File: config.mk
export PLATFORM = sky130hd
export DESIGN_NAME = alu_core_param
export DESIGN_NICKNAME = d
export VERILOG_FILES = /design/src/rtl/alu_core_pkg.sv /design/src/rtl/alu_core_param_seq_multiplier.sv /design/src/rtl/alu_core_param.sv
export SDC_FILE = /design/constraint.sdc
export NUM_CORES = 1
export LEC_CHECK = 0
export ABC_AREA = 1
export CORE_UTILIZATION = 26
export DETAILED_ROUTE_END_ITERATION = 6
export SLEW_MARGIN = 20
export SYNTH_ARGS = -nofsm -noshare
export SYNTH_HDL_FRONTEND = slang
export SYNTH_SLANG_ARGS = --single-unit
export TNS_END_PERCENT = 1
File: constraint.sdc
create_clock -name clk -period 5.1 [get_ports clk]
set_clock_uncertainty 0.1 [all_clocks]
set_input_delay 1.53 -clock clk [delete_from_list [all_inputs] [get_ports clk]]
set_output_delay 1.53 -clock clk [all_outputs]
set_load 0.05 [all_outputs]
File: src/rtl/alu_core_pkg.sv
// Shared opcodes, FSM state encoding and status-flag bit positions for alu_core_param.
package alu_core_pkg;

  localparam int unsigned OPCODE_W = 4;
  localparam int unsigned FLAG_W   = 4;

  localparam logic [OPCODE_W-1:0] OP_MVR = 4'd0;
  localparam logic [OPCODE_W-1:0] OP_LDB = 4'd1;
  localparam logic [OPCODE_W-1:0] OP_STB = 4'd2;
  localparam logic [OPCODE_W-1:0] OP_RDS = 4'd3;
  localparam logic [OPCODE_W-1:0] OP_CLF = 4'd4;
  localparam logic [OPCODE_W-1:0] OP_NOT = 4'd8;
  localparam logic [OPCODE_W-1:0] OP_AND = 4'd9;
  localparam logic [OPCODE_W-1:0] OP_OR  = 4'd10;
  localparam logic [OPCODE_W-1:0] OP_ADD = 4'd11;
  localparam logic [OPCODE_W-1:0] OP_SUB = 4'd12;
  localparam logic [OPCODE_W-1:0] OP_XOR = 4'd13;
  localparam logic [OPCODE_W-1:0] OP_INC = 4'd14;
  localparam logic [OPCODE_W-1:0] OP_MUL = 4'd15;

  typedef enum logic [1:0] {
    ST_IDLE    = 2'd0,
    ST_MUL_RUN = 2'd1,
    ST_WB_LO   = 2'd2,
    ST_WB_HI   = 2'd3
  } state_t;

  localparam int unsigned FLAG_C = 0;
  localparam int unsigned FLAG_Z = 1;
  localparam int unsigned FLAG_N = 2;
  localparam int unsigned FLAG_V = 3;

endpackage

File: src/rtl/alu_core_param_seq_multiplier.sv
// Unsigned shift-add multiplier: one partial product per cycle, WIDTH cycles per product.
module seq_multiplier #(
  parameter int unsigned WIDTH = 8
) (
  input  logic                 clk,
  input  logic                 rst_n,
  input  logic                 start,
  input  logic [WIDTH-1:0]     a,
  input  logic [WIDTH-1:0]     b,
  output logic                 busy,
  output logic                 done,
  output logic [2*WIDTH-1:0]   product
);

  localparam int unsigned CW = (WIDTH > 1) ? $clog2(WIDTH) : 1;

  logic [CW-1:0]        cnt;
  logic [2*WIDTH-1:0]   mcand;
  logic [WIDTH-1:0]     mplier;

  // Last iteration is the busy cycle whose counter has reached zero
  assign done = busy && (cnt == '0);

  // Latch operands on start, then accumulate one shifted multiplicand per cycle
  always_ff @(posedge clk or negedge rst_n) begin
    if (!rst_n) begin
      busy    <= 1'b0;
      cnt     <= '0;
      mcand   <= '0;
      mplier  <= '0;
      product <= '0;
    end else if (start) begin
      busy    <= 1'b1;
      cnt     <= CW'(WIDTH - 1);
      mcand   <= (2*WIDTH)'(a);
      mplier  <= b;
      product <= '0;
    end else if (busy) begin
      if (mplier[0]) begin
        product <= product + mcand;
      end
      mcand  <= mcand << 1;
      mplier <= mplier >> 1;
      if (cnt == '0) begin
        busy <= 1'b0;
      end else begin
        cnt <= cnt - CW'(1);
      end
    end
  end

endmodule

File: src/rtl/alu_core_param.sv
// WIDTH-bit register machine: one instruction per handshake, multi-cycle MUL, {V,N,Z,C} status.
module alu_core_param #(
  parameter  int unsigned WIDTH     = 8,
  parameter  int unsigned REG_COUNT = 16,
  localparam int unsigned RW        = $clog2(REG_COUNT)
) (
  input  logic             clk,
  input  logic             rst_n,
  input  logic             op_valid,
  output logic             op_ready,
  input  logic [3:0]       opcode,
  input  logic [RW-1:0]    rd,
  input  logic [RW-1:0]    rs1,
  input  logic [RW-1:0]    rs2,
  input  logic [WIDTH-1:0] imm,
  output logic [WIDTH-1:0] data_out,
  output logic             out_valid,
  output logic [3:0]       status
);

  import alu_core_pkg::*;

  logic [WIDTH-1:0]   regs [REG_COUNT];
  state_t             state;
  logic [3:0]         flags;
  logic [RW-1:0]      mul_rd;
  logic [RW-1:0]      mul_rd_hi;

  logic [WIDTH-1:0]   src_a;
  logic [WIDTH-1:0]   src_b;
  logic [WIDTH:0]     sum;
  logic [WIDTH-1:0]   alu_res;
  logic               alu_c;
  logic               alu_v;
  logic               alu_wr;

  logic               accept;
  logic               mul_start;
  logic               mul_busy;
  logic               mul_done;
  logic [2*WIDTH-1:0] mul_product;

  assign src_a     = regs[rs1];
  assign src_b     = regs[rs2];
  assign accept    = op_valid && op_ready;
  assign mul_start = accept && (opcode == OP_MUL);
  assign mul_rd_hi = mul_rd + RW'(1);
  assign status    = flags;

  seq_multiplier #(.WIDTH(WIDTH)) u_mul (
    .clk     (clk),
    .rst_n   (rst_n),
    .start   (mul_start),
    .a       (src_a),
    .b       (src_b),
    .busy    (mul_busy),
    .done    (mul_done),
    .product (mul_product)
  );

  // Single-cycle ALU result and flag candidates for opcodes 8..14
  always_comb begin
    sum     = '0;
    alu_res = '0;
    alu_c   = 1'b0;
    alu_v   = 1'b0;
    alu_wr  = 1'b0;
    unique case (opcode)
      OP_NOT: begin alu_res = ~src_a;         alu_wr = 1'b1; end
      OP_AND: begin alu_res = src_a & src_b;  alu_wr = 1'b1; end
      OP_OR:  begin alu_res = src_a | src_b;  alu_wr = 1'b1; end
      OP_XOR: begin alu_res = src_a ^ src_b;  alu_wr = 1'b1; end
      OP_ADD: begin
        sum     = (WIDTH+1)'(src_a) + (WIDTH+1)'(src_b);
        alu_res = sum[WIDTH-1:0];
        alu_c   = sum[WIDTH];
        alu_v   = (src_a[WIDTH-1] == src_b[WIDTH-1]) && (alu_res[WIDTH-1] != src_a[WIDTH-1]);
        alu_wr  = 1'b1;
      end
      OP_SUB: begin
        alu_res = src_a - src_b;
        alu_c   = (src_a < src_b);
        alu_v   = (src_a[WIDTH-1] != src_b[WIDTH-1]) && (alu_res[WIDTH-1] != src_a[WIDTH-1]);
        alu_wr  = 1'b1;
      end
      OP_INC: begin
        sum     = (WIDTH+1)'(src_a) + (WIDTH+1)'(1);
        alu_res = sum[WIDTH-1:0];
        alu_c   = sum[WIDTH];
        alu_v   = !src_a[WIDTH-1] && alu_res[WIDTH-1];
        alu_wr  = 1'b1;
      end
      default: ;
    endcase
  end

  // Control FSM, register file, flags and output latch
  always_ff @(posedge clk or negedge rst_n) begin
    if (!rst_n) begin
      state     <= ST_IDLE;
      op_ready  <= 1'b1;
      flags     <= '0;
      mul_rd    <= '0;
      data_out  <= '0;
      out_valid <= 1'b0;
      for (int i = 0; i < REG_COUNT; i++) begin
        regs[i] <= '0;
      end
    end else begin
      out_valid <= 1'b0;
      unique case (state)
        ST_IDLE: begin
          if (op_valid) begin
            unique case (opcode)
              OP_MVR: regs[rd] <= src_a;
              OP_LDB: regs[rd] <= imm;
              OP_STB: begin
                data_out  <= src_a;
                out_valid <= 1'b1;
              end
              OP_RDS: begin
                data_out  <= WIDTH'(flags);
                out_valid <= 1'b1;
              end
              OP_CLF: flags <= '0;
              OP_MUL: begin
                mul_rd   <= rd;
                op_ready <= 1'b0;
                state    <= ST_MUL_RUN;
              end
              default: begin
                if (alu_wr) begin
                  regs[rd]      <= alu_res;
                  flags[FLAG_C] <= alu_c;
                  flags[FLAG_Z] <= (alu_res == '0);
                  flags[FLAG_N] <= alu_res[WIDTH-1];
                  flags[FLAG_V] <= alu_v;
                end
              end
            endcase
          end
        end
        ST_MUL_RUN: begin
          if (mul_busy && mul_done) begin
            state <= ST_WB_LO;
          end
        end
        ST_WB_LO: begin
          regs[mul_rd]  <= mul_product[WIDTH-1:0];
          flags[FLAG_C] <= |mul_product[2*WIDTH-1:WIDTH];
          flags[FLAG_Z] <= (mul_product == '0);
          flags[FLAG_N] <= mul_product[WIDTH-1];
          flags[FLAG_V] <= 1'b0;
          state         <= ST_WB_HI;
        end
        ST_WB_HI: begin
          regs[mul_rd_hi] <= mul_product[2*WIDTH-1:WIDTH];
          op_ready        <= 1'b1;
          state           <= ST_IDLE;
        end
        default: begin
          op_ready <= 1'b1;
          state    <= ST_IDLE;
        end
      endcase
    end
  end

endmodule
==> impl_results.md <==
* Run status: finished with violations
* Violations in the final reports: design-rule violations
* Count of input and output buffers at 40
* Clock-pin transition on the worst setup and hold timing paths at 0.08 ns
* Total power per unit cell area at 544 mW/mm²
* CTS-repair resized insts at 0
* Most common cell after layout, fill and taps aside: sky130_fd_sc_hd__nand2_1
* Via count of the routed design at 26.5k
* Floorplan die area at 0.0811 mm²
* Final Max Slew Viols at 0
* Post-Route WL at 111 mm
* Longest Clk Path Bufs at 2
* Number of setup violations in the final report at 0
* Worst-margin pin slew at 1.27 ns
* Placed standard-cell area at 0.0235 mm²
* Async S/R FF share, synth at 100%
* Summed instance area of the synthesized netlist at 0.0208 mm²
* Post-synth top area cell: sky130_fd_sc_hd__dfrtp_1
* Leakage dissipation at 10.6 nW
* Number of global-route vias before repair at 23.5k
* Share of the synthesized area in the top cell type at 23.0%
* Worst endpoint required time at 5.39 ns
* Depth of the most critical reg-to-reg path at 26
* Starting density of the core at 26.3%
* I/O pin cnt at 41
* Final hold violations at 0
* Max-Cap Viols at 0
* Syn Nets at 3616
* Number of buffers inserted to repair setup after CTS at 0
* Shortest clock period the worst path allows after layout at 4.82 ns
* Remaining Overflow, GRT at 0
* Category of the worst setup path capture point: register
* Count of flip-flops with a built-in enable after synthesis at 0
* Setup slack, reg-to-reg at 1.24 ns
* Number of CTS-inserted buffers at 17
* Std cell rows at 103
* Cell count after synthesis at 3537
* Register bit count reported by yosys at 192
* Sinks on Clock Net at 192
* Routed wl met3 at 13.8 mm
* Global-route wire length before repair at 160 mm
* Critical path startpoint category: input port
* Width of the die at 285 µm
* Top post-synthesis cells by area: sky130_fd_sc_hd__dfrtp_1 23%, sky130_fd_sc_hd__o21ai_0 17%, sky130_fd_sc_hd__nand2_1 15%, sky130_fd_sc_hd__a21oi_1 8.3%, sky130_fd_sc_hd__nor2_1 5.8%
* Headroom to the max-slew limit at 15.5%
* Remaining antenna violation count after routing at 0
* Worst hold-check path type: reg -> reg
* Fraction of final layout cells sized beyond drive strength 1 at 9.35%
* Mean Syn Cell Area at 5.88 µm²
* Number of antenna violations at the first check in global routing at 7
* Part of the Yosys area used for sequential elements at 23.1%
* Last weighted congestion value of the routability-driven placer at 1.05
* Detailed-route vias per instance at 5.72
* Worst Setup Slack, final at 0.276 ns
* Final worst hold slack at 0.390 ns
* Global-route total usage across every layer at 26.4%
* Height of the chip at 285 µm
* Warnings from Yosys at 0
* Detailed placer's ending HPWL at 74.9 mm
* Post-CTS Hold Buffers at 0
* Met2 Wirelength at 46.2 mm
* Met1 routed wirelength after detailed routing at 44.6 mm
* Final Cell Area at 0.0242 mm²
* Clock insertion delay at the later pin of the skew report at 0.53 ns
* Setup repair after global routing missed its margin: no
* Highest layer used for signal routing: met5
* First drt pass iteration count at 6
* Area growth from synthesis to layout at 16.1%
* Fmax at 207 MHz
* Maximum fanout encountered on the critical timing path at 15
* Clock root buffer master: sky130_fd_sc_hd__clkbuf_16
* Layout net count at 3640
* Iteration-0 DRC count of the detailed router at 3991
* Hold path depth at 2
* Placement Setup Slack at -0.226 ns
* DRC errors left at 1
* Pin count of the biggest net entering global routing at 129
* Area inside the core boundary at 0.0791 mm²
* CTS tree: yes
* Peak supply drop at 291 µV
* Cell variety after synth at 54
* Crit path arrival time at 5.11 ns
* Worst-case hold path end point: data_out[7]
* Post-route fraction of the period consumed by the critical path at 94.6%
* H-tree depth reported by CTS at 4
* Min-delay src: data_out[7]
* Drt wl/cell at 23.9 µm
* Most frequent cells in the layout: 819 x sky130_fd_sc_hd__nand2_1, 712 x sky130_fd_sc_hd__o21ai_0, 344 x sky130_fd_sc_hd__a21oi_1
* Post-synth top flop: sky130_fd_sc_hd__dfrtp_1
* Total chip power at 0.0132 W
* Type of the worst setup path: in -> reg
[how the worst max path moves through the flow]
stage,from,end,slack (ns)
global route,rs1[1],register,0.04
detailed placement,rs1[1],status[1],-0.23
floorplan,rs2[0],register,0.22
global placement,rs1[1],status[1],-0.24
finish,rs1[1],register,0.28
CTS,rs1[1],status[1],0.32
[synthesized netlist by cell type, types with 3 or more instances]
cell type                  instances
sky130_fd_sc_hd__nor2_2            4
sky130_fd_sc_hd__nand3_1         122
sky130_fd_sc_hd__fa_1              3
sky130_fd_sc_hd__clkinv_1          9
sky130_fd_sc_hd__buf_6             9
sky130_fd_sc_hd__a31oi_1           4
sky130_fd_sc_hd__buf_1            20
sky130_fd_sc_hd__xor2_1            5
sky130_fd_sc_hd__o21ai_1          49
sky130_fd_sc_hd__nor3_1            9
sky130_fd_sc_hd__buf_2            44
sky130_fd_sc_hd__o211ai_1         82
sky130_fd_sc_hd__dfrtp_1         191
sky130_fd_sc_hd__nand2_1         819
sky130_fd_sc_hd__clkbuf_1        189
sky130_fd_sc_hd__a21oi_2          11
sky130_fd_sc_hd__a221oi_1         21
sky130_fd_sc_hd__or2_1             4
sky130_fd_sc_hd__nand4_1          10
sky130_fd_sc_hd__inv_1           286
sky130_fd_sc_hd__o22ai_1          72
sky130_fd_sc_hd__or2_2             3
sky130_fd_sc_hd__inv_2            19
sky130_fd_sc_hd__ha_1             49
sky130_fd_sc_hd__o221ai_1         21
sky130_fd_sc_hd__o21ai_0         712
sky130_fd_sc_hd__a22oi_1          48
sky130_fd_sc_hd__nand3_2           3
sky130_fd_sc_hd__buf_4            10
sky130_fd_sc_hd__nand2_2           6
sky130_fd_sc_hd__a21boi_0          8
sky130_fd_sc_hd__nor2_1          322
sky130_fd_sc_hd__a21oi_1         344
[power by group]
group | total, W | internal (W) | switching (W)
Combinational | 0.00838 | 0.00242 | 0.00596
Sequential | 0.00320 | 0.00219 | 0.00102
Clock | 0.00157 | 0.000790 | 0.000776
Total | 0.0132 | 0.00539 | 0.00776
[cells by family (layout without fill, tap and decap cells)]
| family | Yosys count | in the layout | share of synthesized area (%) |
|---|---|---|---|
| buf+inv | 586 | 623 | 11.3 |
| fa+ha+maj | 52 | 52 | 3.24 |
| simple gates | 1310 | 1310 | 25.1 |
| mux | 1 | 1 | 0.0481 |
| flops | 192 | 192 | 23.1 |
| xor+xnor | 5 | 5 | 0.211 |
| compound gates | 1391 | 1391 | 36.9 |
| other cells | 0 | 6 | 0 |
[area by class of cell]
| type | instances | area (µm²) |
|---|---|---|
| Antenna cell | 6 | 15.0 |
| Clock buffer | 18 | 429 |
| Clock inverter | 14 | 194 |
| Fill cell | 8868 | 55000 |
| Inverter | 314 | 1180 |
| Multi-Input combinational cell | 2759 | 13700 |
| Sequential cell | 192 | 4810 |
| Tap cell | 1050 | 1310 |
| Timing Repair Buffer | 277 | 2560 |
[routing by layer]
layer,GRT usage (%),up-vias
li1,-,12000
met5,0,-
met3,7.35,389
met4,13.7,7
met2,38.5,1828
met1,35.1,12200
[worst max-delay path, cell delays in order]
cell,delay [ns]
sky130_fd_sc_hd__clkdlybuf4s50_1,0.45
sky130_fd_sc_hd__buf_4,0.17
sky130_fd_sc_hd__buf_4,0.23
sky130_fd_sc_hd__nand3_1,0.11
sky130_fd_sc_hd__nand3_1,0.11
sky130_fd_sc_hd__nand3_1,0.15
sky130_fd_sc_hd__nand2_2,0.16
sky130_fd_sc_hd__inv_2,0.05
sky130_fd_sc_hd__ha_1,0.20
sky130_fd_sc_hd__fa_1,0.44
sky130_fd_sc_hd__inv_1,0.11
sky130_fd_sc_hd__nor2_1,0.05
sky130_fd_sc_hd__o21ai_0,0.18
sky130_fd_sc_hd__o221ai_1,0.14
sky130_fd_sc_hd__nor3_1,0.20
sky130_fd_sc_hd__nand3_1,0.14
sky130_fd_sc_hd__inv_1,0.11
sky130_fd_sc_hd__buf_12,0.21
sky130_fd_sc_hd__o21ai_0,0.11
sky130_fd_sc_hd__a21oi_1,0.15
sky130_fd_sc_hd__o21ai_0,0.10
[through the flow]
stage | instances | utilization (%) | TNS [ns]
final | 4630 | 30.5 | 0
after global routing | 4626 | 30.5 | 0
after CTS | 4624 | 30.5 | 0
after detailed placement | 4592 | 29.7 | -10.96
after global placement | 4592 | 29.7 | -9.50
after floorplan | 3537 | - | 0
Power figures use the tool's default switching activity.
